File: src/rtl/hazard_unit_if.sv
// Decode-to-hazard-unit bundle: ID-stage operand/decode info in, pipeline control out.
// HAZARD_STATS_EN adds the stall/flush statistics counters to the bundle.
interface hazard_unit_if #(
  parameter int REG_AW = 5
`ifdef HAZARD_STATS_EN
  , parameter int CNT_W = 32
`endif
);
  logic              mem_stall;
  logic [REG_AW-1:0] rs1_id;
  logic [REG_AW-1:0] rs2_id;
  logic [REG_AW-1:0] rd_id;
  logic              rs1use_id;
  logic              rs2use_id;
  logic [1:0]        hazard_optype_id;
  logic              Branch_id;

  logic              PC_EN_IF;
  logic              reg_FD_EN;
  logic              reg_FD_flush;
  logic              reg_DE_flush;
  logic [1:0]        forward_ctrl_A;
  logic [1:0]        forward_ctrl_B;
  logic              forward_ctrl_ls;
`ifdef HAZARD_STATS_EN
  logic [CNT_W-1:0]  stall_cnt;
  logic [CNT_W-1:0]  flush_cnt;
`endif

  modport master (
    output mem_stall, rs1_id, rs2_id, rd_id, rs1use_id, rs2use_id, hazard_optype_id, Branch_id,
    input  PC_EN_IF, reg_FD_EN, reg_FD_flush, reg_DE_flush,
    input  forward_ctrl_A, forward_ctrl_B, forward_ctrl_ls
`ifdef HAZARD_STATS_EN
    , input stall_cnt, flush_cnt
`endif
  );

  modport slave (
    input  mem_stall, rs1_id, rs2_id, rd_id, rs1use_id, rs2use_id, hazard_optype_id, Branch_id,
    output PC_EN_IF, reg_FD_EN, reg_FD_flush, reg_DE_flush,
    output forward_ctrl_A, forward_ctrl_B, forward_ctrl_ls
`ifdef HAZARD_STATS_EN
    , output stall_cnt, flush_cnt
`endif
  );
endinterface

File: src/rtl/hazard_unit.sv
// Stall/flush/forward control for the 5-stage RV32I core, built on a private EX/MEM shadow
// scoreboard. Define HAZARD_STATS_EN to add saturating stall and flush counters.
module hazard_unit #(
  parameter int REG_AW = 5
`ifdef HAZARD_STATS_EN
  , parameter int CNT_W = 32
`endif
) (
  input  logic         clk,
  input  logic         rst_n,
  hazard_unit_if.slave hz
);

  localparam logic [1:0] OP_NONE  = 2'b00;
  localparam logic [1:0] OP_ALU   = 2'b01;
  localparam logic [1:0] OP_LOAD  = 2'b10;
  localparam logic [1:0] OP_STORE = 2'b11;

  localparam logic [1:0] FWD_RF      = 2'b00;
  localparam logic [1:0] FWD_EX_ALU  = 2'b01;
  localparam logic [1:0] FWD_MEM_ALU = 2'b10;
  localparam logic [1:0] FWD_MEM_LD  = 2'b11;

  typedef struct packed {
    logic [1:0]        op;
    logic [REG_AW-1:0] rd;
    logic              ls;
  } shadow_t;

  localparam shadow_t BUBBLE = '{op: OP_NONE, rd: '0, ls: 1'b0};

  shadow_t ex_q, ex_d;
  shadow_t mem_q, mem_d;

  logic       ld_hit1_s, ld_hit2_s;
  logic       store_bypass_s;
  logic       stall_s;
  logic [1:0] fwd_a_s, fwd_b_s;

  // x0 is never a real dependency, and stores/bubbles never produce a value
  function automatic logic src_match(input logic use_s, input logic [REG_AW-1:0] rs,
                                     input shadow_t stg);
    logic writer_s;
    case (stg.op)
      OP_ALU, OP_LOAD: writer_s = 1'b1;
      OP_NONE, OP_STORE: writer_s = 1'b0;
      default: writer_s = 1'b0;
    endcase
    return use_s && writer_s && (stg.rd == rs) && (rs != '0);
  endfunction

  function automatic logic [1:0] fwd_sel(input logic use_s, input logic [REG_AW-1:0] rs,
                                         input shadow_t ex_s, input shadow_t mem_s);
    logic [1:0] sel_s;
    sel_s = FWD_RF;
    if (src_match(use_s, rs, ex_s) && (ex_s.op == OP_ALU)) begin
      sel_s = FWD_EX_ALU;
    end else if (src_match(use_s, rs, mem_s)) begin
      case (mem_s.op)
        OP_ALU:  sel_s = FWD_MEM_ALU;
        OP_LOAD: sel_s = FWD_MEM_LD;
        default: sel_s = FWD_RF;
      endcase
    end else begin
      sel_s = FWD_RF;
    end
    return sel_s;
  endfunction

  // Load-use detection; store data may instead be patched later from WB load data
  always_comb begin
    ld_hit1_s = src_match(hz.rs1use_id, hz.rs1_id, ex_q) && (ex_q.op == OP_LOAD);
    ld_hit2_s = src_match(hz.rs2use_id, hz.rs2_id, ex_q) && (ex_q.op == OP_LOAD);
    store_bypass_s = (hz.hazard_optype_id == OP_STORE) && ld_hit2_s && !ld_hit1_s;
    stall_s = (ld_hit1_s || ld_hit2_s) && !store_bypass_s;
    fwd_a_s = fwd_sel(hz.rs1use_id, hz.rs1_id, ex_q, mem_q);
    fwd_b_s = fwd_sel(hz.rs2use_id, hz.rs2_id, ex_q, mem_q);
  end

  // Pipeline enables and flushes; a memory stall freezes everything and wins
  always_comb begin
    hz.PC_EN_IF     = 1'b1;
    hz.reg_FD_EN    = 1'b1;
    hz.reg_FD_flush = 1'b0;
    hz.reg_DE_flush = 1'b0;
    if (hz.mem_stall) begin
      hz.PC_EN_IF  = 1'b0;
      hz.reg_FD_EN = 1'b0;
    end else if (stall_s) begin
      hz.PC_EN_IF     = 1'b0;
      hz.reg_FD_EN    = 1'b0;
      hz.reg_DE_flush = 1'b1;
    end else if (hz.Branch_id) begin
      hz.reg_FD_flush = 1'b1;
    end else begin
      hz.reg_FD_flush = 1'b0;
    end
  end

  // Forward selects
  always_comb begin
    hz.forward_ctrl_A  = fwd_a_s;
    hz.forward_ctrl_B  = fwd_b_s;
    hz.forward_ctrl_ls = mem_q.ls;
  end

  // Shadow scoreboard next state
  always_comb begin
    mem_d = mem_q;
    ex_d  = ex_q;
    if (!hz.mem_stall) begin
      mem_d = ex_q;
      if (stall_s) begin
        ex_d = BUBBLE;
      end else begin
        ex_d = '{op: hz.hazard_optype_id, rd: hz.rd_id, ls: store_bypass_s};
      end
    end else begin
      mem_d = mem_q;
      ex_d  = ex_q;
    end
  end

  // Shadow scoreboard registers
  always_ff @(posedge clk or negedge rst_n) begin
    if (!rst_n) begin
      ex_q  <= BUBBLE;
      mem_q <= BUBBLE;
    end else begin
      ex_q  <= ex_d;
      mem_q <= mem_d;
    end
  end

`ifdef HAZARD_STATS_EN
  logic [CNT_W-1:0] stall_cnt_q, stall_cnt_d;
  logic [CNT_W-1:0] flush_cnt_q, flush_cnt_d;

  // Saturating event counters, counted only in cycles the pipeline advances
  always_comb begin
    stall_cnt_d = stall_cnt_q;
    flush_cnt_d = flush_cnt_q;
    if (!hz.mem_stall && stall_s && (stall_cnt_q != {CNT_W{1'b1}})) begin
      stall_cnt_d = stall_cnt_q + {{(CNT_W-1){1'b0}}, 1'b1};
    end else begin
      stall_cnt_d = stall_cnt_q;
    end
    if (hz.reg_FD_flush && (flush_cnt_q != {CNT_W{1'b1}})) begin
      flush_cnt_d = flush_cnt_q + {{(CNT_W-1){1'b0}}, 1'b1};
    end else begin
      flush_cnt_d = flush_cnt_q;
    end
  end

  // Counter registers
  always_ff @(posedge clk or negedge rst_n) begin
    if (!rst_n) begin
      stall_cnt_q <= '0;
      flush_cnt_q <= '0;
    end else begin
      stall_cnt_q <= stall_cnt_d;
      flush_cnt_q <= flush_cnt_d;
    end
  end

  assign hz.stall_cnt = stall_cnt_q;
  assign hz.flush_cnt = flush_cnt_q;
`endif

endmodule

File: src/flat_wrapper.sv
// flat-port wrapper written by rule: the top's interface ports become plain ports
module hazard_unit_flat 
#(
  parameter int REG_AW = 5

)
  (clk, rst_n, hz_mem_stall, hz_rs1_id, hz_rs2_id, hz_rd_id, hz_rs1use_id, hz_rs2use_id, hz_hazard_optype_id, hz_Branch_id, hz_PC_EN_IF, hz_reg_FD_EN, hz_reg_FD_flush, hz_reg_DE_flush, hz_forward_ctrl_A, hz_forward_ctrl_B, hz_forward_ctrl_ls);
  hazard_unit_if #(.REG_AW(REG_AW)) hz_i ();
  input  logic clk;
  input  logic rst_n;
  input wire logic [$bits(hz_i.mem_stall)-1:0] hz_mem_stall;
  input wire logic [$bits(hz_i.rs1_id)-1:0] hz_rs1_id;
  input wire logic [$bits(hz_i.rs2_id)-1:0] hz_rs2_id;
  input wire logic [$bits(hz_i.rd_id)-1:0] hz_rd_id;
  input wire logic [$bits(hz_i.rs1use_id)-1:0] hz_rs1use_id;
  input wire logic [$bits(hz_i.rs2use_id)-1:0] hz_rs2use_id;
  input wire logic [$bits(hz_i.hazard_optype_id)-1:0] hz_hazard_optype_id;
  input wire logic [$bits(hz_i.Branch_id)-1:0] hz_Branch_id;
  output wire logic [$bits(hz_i.PC_EN_IF)-1:0] hz_PC_EN_IF;
  output wire logic [$bits(hz_i.reg_FD_EN)-1:0] hz_reg_FD_EN;
  output wire logic [$bits(hz_i.reg_FD_flush)-1:0] hz_reg_FD_flush;
  output wire logic [$bits(hz_i.reg_DE_flush)-1:0] hz_reg_DE_flush;
  output wire logic [$bits(hz_i.forward_ctrl_A)-1:0] hz_forward_ctrl_A;
  output wire logic [$bits(hz_i.forward_ctrl_B)-1:0] hz_forward_ctrl_B;
  output wire logic [$bits(hz_i.forward_ctrl_ls)-1:0] hz_forward_ctrl_ls;
  assign hz_i.mem_stall = hz_mem_stall;
  assign hz_i.rs1_id = hz_rs1_id;
  assign hz_i.rs2_id = hz_rs2_id;
  assign hz_i.rd_id = hz_rd_id;
  assign hz_i.rs1use_id = hz_rs1use_id;
  assign hz_i.rs2use_id = hz_rs2use_id;
  assign hz_i.hazard_optype_id = hz_hazard_optype_id;
  assign hz_i.Branch_id = hz_Branch_id;
  assign hz_PC_EN_IF = hz_i.PC_EN_IF;
  assign hz_reg_FD_EN = hz_i.reg_FD_EN;
  assign hz_reg_FD_flush = hz_i.reg_FD_flush;
  assign hz_reg_DE_flush = hz_i.reg_DE_flush;
  assign hz_forward_ctrl_A = hz_i.forward_ctrl_A;
  assign hz_forward_ctrl_B = hz_i.forward_ctrl_B;
  assign hz_forward_ctrl_ls = hz_i.forward_ctrl_ls;
  hazard_unit #(.REG_AW(REG_AW)) u_core (.clk(clk), .rst_n(rst_n), .hz(hz_i));
endmodule
File: config.mk
export PLATFORM = sky130hd
export DESIGN_NAME = hazard_unit_flat
export DESIGN_NICKNAME = d
export VERILOG_FILES = /design/src/rtl/hazard_unit_if.sv /design/src/rtl/hazard_unit.sv /design/src/flat_wrapper.sv
export SDC_FILE = /design/constraint.sdc
export NUM_CORES = 1
export LEC_CHECK = 0
export BUFFER_PORTS_ARGS = -buffer_cell sky130_fd_sc_hd__buf_4
export CORE_MARGIN = 5
export CORE_UTILIZATION = 53
export CTS_CLUSTER_SIZE = 12
export DETAILED_ROUTE_END_ITERATION = 8
export PLACE_DENSITY = 0.88
export SYNTH_ARGS = -nofsm -noshare
export SYNTH_HDL_FRONTEND = slang
export SYNTH_SLANG_ARGS = --single-unit
export TNS_END_PERCENT = 50
File: constraint.sdc
create_clock -name clk -period 8.4 [get_ports clk]
set_clock_uncertainty 0.15 [all_clocks]
set_input_delay 1.68 -clock clk [delete_from_list [all_inputs] [get_ports clk]]
set_output_delay 1.68 -clock clk [all_outputs]
set_load 0.1 [all_outputs]
==> key figures, run 1 <==
Worst setup path
  – CP Capture Type: output port
  – Setup CP Type: in -> out
  – CP required: 6.57 ns
  – Startpoint types: input port
  – Crit path max fanout: 8
  – Crit path DAT: approximately 3.6 ns

Floorplan
  – Die area: 2890 um^2
  – Die boundary height: between 50 and 60 um
  – Boundary Pins: 32
  – Row count: 15
  – Core Footprint: ~1800 um^2
  – Initial Util: a little under three fifths
  – Die X-Extent: ~54 um

CTS
  – Htree depth: 1
  – Clk sink count: 16
  – Setup Buffers After CTS: 0
  – CTS clk-pin slew, worst paths: approximately 0.090 ns
  – Hold buffers post-CTS: 0
  – CTS tree: yes
  – Clock root cell: clkbuf_4
  – Max Buffers Root-to-Sink: 2
  – Post-CTS Resized: 0
  – TritonCTS buffer count: 3
  – Clk_lat worst skew: around 0.28 ns

Yosys
  – Synth Instances: approximately 100
  – Main synth FF type: dfrtp_1
  – Synth top area cells: dfrtp_1 39%, xnor2_1 12%, mux2_2 6.7%
  – Synth top area share: approximately 39%
  – Post-synth EDFFs: 0
  – #FFs+latches synth: 16
  – Netlist Area Pre-Place: about 1000 um^2
  – Area leader, netlist: dfrtp_1
  – Async set or reset register ratio after synthesis: 100%
  – Syn Nets: around 130
  – Mapped Avg Cell Area: a little over 10 um^2
  – Yosys warning total: 0
  – Netlist cell types: 28
  – Register area share after synthesis: slightly below 40%

STA
  – RSZ-0062 raised after global routing: false
  – Hold Vio Cnt, Final: 0
  – Period utilization: between 60% and 70%
  – Max-slew violations: 0
  – Max frequency: approximately 180 MHz
  – Setup TNS: 0 ns
  – Worst hold slack: around 0.35 ns
  – Final Setup Violations: 0
  – Worst-Margin Slew: approximately 0.39 ns
  – Slew HR: about three quarters
  – Min Clock Period, post-route: approximately 5.5 ns

Run status
  – Outcome: complete, no violations

Power and ir drop
  – Peak VDD IR: ~0.11 mV
  – Static Leak: a little under 0.6 nW
  – Power Density: about 150 nW/um^2

Place
  – Routability cong.: about 0.86
  – IO Port Bufs: 31
  – DP HPWL: 1890 um

Global routing
  – Initial antenna violation count: 0
  – Number of global-route vias before repair: a little over 800
  – Grt ovf: 0
  – Global-route wire length before repair: about 3800 um
  – Largest net degree at the start of global routing: 24
  – Tot GR Track Use: roughly 18%

Finish
  – Antenna diodes: 0
  – Most frequent cells in the layout: 31 x buf_4, 16 x dfrtp_1, 14 x xnor2_1, 10 x nand2_1, 8 x nor2_1
  – Final nets: between 150 and 200
  – Multi-input logic area: roughly 580 um^2
  – Layout cells sized above 1: between 30% and 40%
  – Synthesis-to-finish area growth: 27.7%
  – Register area: between 400 and 500 um^2
  – Fill count: between 100 and 150
  – Most common cell after layout, fill and taps aside: buf_4

Worst hold path
  – HP Class: reg -> reg

Detailed routing
  – Vias per cell: 5.24
  – DRC viols: 0
  – Detailed-router iteration count before antenna repair: 4
  – 1st-iter DRT viols: 17
  – Routed len/inst: 14.8 um
  – Antenna Violating Nets Remaining: 0
  – DRT Wirelength: 2320 um
  – Via count: 822

Job
  – Max cap viols: 0
[power by group]
part           switching (mW)  internal, mW  total, mW
clock network          0.0239        0.0263     0.0502
logic                  0.0288        0.0273     0.0561
registers             0.00934        0.0851     0.0945
[cell usage after synthesis, types with 3 or more instances]
| library cell | count |
|---|---|
| dfrtp_1 | 16 |
| xnor2_1 | 14 |
| nand2_1 | 10 |
| nor2_1 | 8 |
| mux2_2 | 6 |
| xor2_1 | 6 |
| mux2i_1 | 5 |
| o21ai_0 | 5 |
| inv_1 | 4 |
| ha_1 | 3 |
| nand4_1 | 3 |
[registers in the layout, summed over array words and instances, names as in the netlist]
signal,cells
u_core.hz.forward_ctrl_ls,1
u_core.ex_q,8
u_core.mem_q,7
[final cells by class]
class,instances,area share (%)
Inverter,4,1.16
Timing Repair Buffer,31,17.9
Multi-Input combinational cell,77,44.8
Sequential cell,16,30.9
Tap cell,25,2.41
Clock buffer,4,2.80
[worst paths after layout]
path	from	to	slack, ns	depth (start not counted)
max in group asynchronous	rst_n	u_core.mem_q[4]$_DFFE_PN0N_	6.83	1
max reg2reg	u_core.ex_q[6]$_DFFE_PN0N_	u_core.ex_q[7]$_DFFE_PN0N_	5.90	6
max	hz_rs2_id[4]	hz_reg_DE_flush	2.95	6
min	u_core.mem_q[6]$_DFFE_PN0N_	u_core.mem_q[6]$_DFFE_PN0N_	0.35	2
min reg2reg	u_core.mem_q[6]$_DFFE_PN0N_	u_core.mem_q[6]$_DFFE_PN0N_	0.35	2
min in group asynchronous	rst_n	u_core.ex_q[6]$_DFFE_PN0N_	1.09	1
[cell families (layout without fill, tap and decap cells)]
family | count (synthesis) | after routing | synth area share (%)
compound gates | 11 | 11 | 7.76
xor+xnor | 20 | 20 | 17.2
fa+ha+maj | 3 | 3 | 3.69
buf+inv | 8 | 39 | 3.32
flops | 16 | 16 | 39.4
mux | 11 | 11 | 11.6
simple gates | 32 | 32 | 17.0
[through the flow]
| step | cell area (um^2) | power [mW] | setup WS, ns | utilization (%) | instances |
|---|---|---|---|---|---|
| after detailed placement | 1260 | 0.152 | 2.95 | 70.7 | 153 |
| after global placement | 1260 | 0.150 | 2.98 | 70.7 | 153 |
| after CTS | 1300 | 0.203 | 2.95 | 72.8 | 157 |
| after floorplan | 1020 | 0.132 | 1.47 | - | 101 |
| after global routing | 1300 | 0.215 | 2.83 | 72.8 | 157 |
| final | 1300 | 0.201 | 2.95 | 72.8 | 157 |
[metal layers]
layer	part of all wire [%]	global-route usage (%)	up-vias	wire, um
met1	44	23.4	388	1010
met2	51	31.5	20	1190
met3	4.5	2.77	2	104
met4	0.73	5.11	0	17
met5	0	0	-	0
li1	-	-	412	-
[worst max-delay path: stages]
cell and delay [ns]:
buf_4 0.13, xor2_1 0.14, or4_4 0.52, or4b_4 0.52
a21oi_4 0.29, buf_4 0.35
No activity file was read; power rests on OpenSTA's default activity.
==> run 2: changes to the inputs <==
Settings changed: CORE_UTILIZATION 53 to 49, PLACE_DENSITY 0.88 to 0.83.
Clock period 8.4 ns to 5.5 ns, I/O delays scaled along.
==> run 2 against run 1 <==
Global-route usage fell by 3.2 points; clock-buffer cell count did not move; via count fell by 0.73%; total power rose by 52%; first-iteration DRC count fell by 29%; non-clock buffer count did not move; final cell count rose by 1.3%; critical endpoint is now hz_PC_EN_IF.
==> key figures, run 2 (synthesis gave the netlist of run 1 again) <==
Worst setup path
  – Cells along the critical path: buf_4 -> xor2_1 -> or4_4 -> or4b_4 -> a21boi_0 -> nor2_1 -> buf_4
  – CP Capture Type: output port
  – Startpoint types: input port
  – Slowest stage delay, CP: around 0.52 ns
  – Critical-path top delay cell: or4b_4
  – Most frequent CP cell: buf_4
  – Crit path max fanout: 3
  – CP required: 4.25 ns
  – Setup CP Type: in -> out
  – Crit path max-delay family: simple AND/OR/NAND/NOR gates
  – Buf/Inv on CP: 2
  – Crit path DAT: between 3 and 4 ns

Finish
  – Final nets: 159
  – Synthesis-to-finish area growth: 28.4%
  – Fill count: between 150 and 200
  – Most common cell after layout, fill and taps aside: buf_4
  – Layout cells sized above 1: a little over a third
  – Util after Layout: 66.5%
  – Antenna diodes: 0
  – Max reg flops: 8
  – Most frequent cells in the layout: 31 x buf_4, 16 x dfrtp_1, 14 x xnor2_1, 10 x nand2_1, 8 x nor2_1
  – Final std cells w/o fill: roughly 160
  – Largest reg by FF count: u_core.ex_q

Floorplan
  – Boundary Pins: 32
  – Row count: 16
  – Die area: 3080 um^2
  – Die boundary height: 55.5 um
  – Core Footprint: approximately 2000 um^2
  – Die X-Extent: roughly 56 um
  – Initial Util: between 50% and 60%

CTS
  – Post-CTS Resized: 0
  – Htree depth: 1
  – Max Buffers Root-to-Sink: 2
  – Clock root cell: clkbuf_4
  – CTS tree: yes
  – Setup Buffers After CTS: 0
  – CTS clk-pin slew, worst paths: 0.09 ns
  – Clk_lat worst skew: 0.28 ns
  – Hold buffers post-CTS: 0
  – Clk sink count: 16
  – TritonCTS buffer count: 3

Global routing
  – Tot GR Track Use: 15.1%
  – Largest net degree at the start of global routing: 24
  – Initial antenna violation count: 0
  – Grt ovf: 0
  – Number of global-route vias before repair: 858
  – Global-route wire length before repair: approximately 3800 um

Detailed routing
  – DRT Wirelength: roughly 2100 um
  – Antenna Violating Nets Remaining: 0
  – DRC viols: 0
  – Routed len/inst: 13.5 um
  – Vias per cell: 5.13
  – Detailed-router iteration count before antenna repair: 4
  – Via count: around 820
  – 1st-iter DRT viols: 12

STA
  – Final Setup Violations: 0
  – Post-route setup slack: roughly 1.2 ns
  – Setup TNS: 0 ns
  – Worst hold slack: ~0.35 ns
  – Slew HR: 76.8%
  – Hold Vio Cnt, Final: 0
  – Max-slew violations: 0
  – Worst-Margin Slew: approximately 0.34 ns
  – Max frequency: about 230 MHz
  – Period utilization: 78.2%
  – Min Clock Period, post-route: between 4 and 5 ns
  – RSZ-0062 raised after global routing: false

Place
  – DP HPWL: about 1800 um
  – Dpl cells: approximately 160
  – IO Port Bufs: 31
  – DP Worst Slack: roughly 1.2 ns
  – Routability cong.: ~0.9

Run status
  – Outcome: complete, no violations

Job
  – Max cap viols: 0

Worst hold path
  – HP Class: reg -> reg

Power and ir drop
  – Peak VDD IR: roughly 0.19 mV
  – Power Density: around 230 nW/um^2
  – Static Leak: about 0.59 nW
## run 2: cell counts in the layout (fill, tap and decap cells not counted)
No cell type changed its count.
## run 2: final cells by class
| class | count | area (um^2) | area share, % |
|---|---|---|---|
| multi-input combinational | 77 | 587 | 45.0 |
| sequential | 16 | 400 | 30.7 |
| timing repair buffer | 31 | 233 | 17.8 |
| clock buffer | 4 | 36.3 | 2.78 |
| tap | 27 | 33.8 | 2.59 |
| inverter | 4 | 15.0 | 1.15 |
## run 2: power by group
group | leakage, nW | total [mW] | switching [mW] | internal (mW)
clock network | 0.0210 | 0.0753 | 0.0351 | 0.0402
logic | 0.377 | 0.0848 | 0.0431 | 0.0417
registers | 0.191 | 0.144 | 0.0144 | 0.130
## run 2: path summary, 6_finish.rpt
kind / startpoint / end / slack, ns / cells after the start
min in group asynchronous: rst_n / u_core.hz.forward_ctrl_ls$_DFFE_PN0N_ / 0.51 / 1
setup reg to reg: u_core.ex_q[6]$_DFFE_PN0N_ / u_core.ex_q[1]$_DFFE_PN0N_ / 3.04 / 6
setup / recovery: hz_rs2_id[4] / hz_PC_EN_IF / 1.20 / 7
hold reg to reg: u_core.mem_q[6]$_DFFE_PN0N_ / u_core.mem_q[6]$_DFFE_PN0N_ / 0.35 / 2
max in group asynchronous: rst_n / u_core.mem_q[3]$_DFFE_PN0N_ / 4.51 / 1
hold / removal: u_core.mem_q[6]$_DFFE_PN0N_ / u_core.mem_q[6]$_DFFE_PN0N_ / 0.35 / 2
## run 2: worst reg2reg max path: cells and delay by family (launching register included)
family / cells / cell delay [ns]
AO/OA/AOI/OAI: 1 / 0.28
flip-flops: 1 / 0.37
AND/OR/NAND/NOR: 3 / 1.15
adder cells (fa/ha/maj): 1 / 0.32
buffers and inverters: 1 / 0.08
## run 2: metrics by stage
step	area, um^2	power, mW
finish	1310	0.304
floorplan	1020	0.201
CTS	1310	0.307
global placement	1270	0.229
global route	1310	0.321
detailed placement	1270	0.233
## run 2: per-layer routing
metal  vias up  global-route usage (%)  share of wire, %  wire (um)
met5         -                       0                 0          0
met4         0                    4.17               1.0         22
met3         2                    3.73               5.2        112
met1       384                    18.1                45        955
li1        409                       -                 -          -
met2        21                    26.5                49       1060
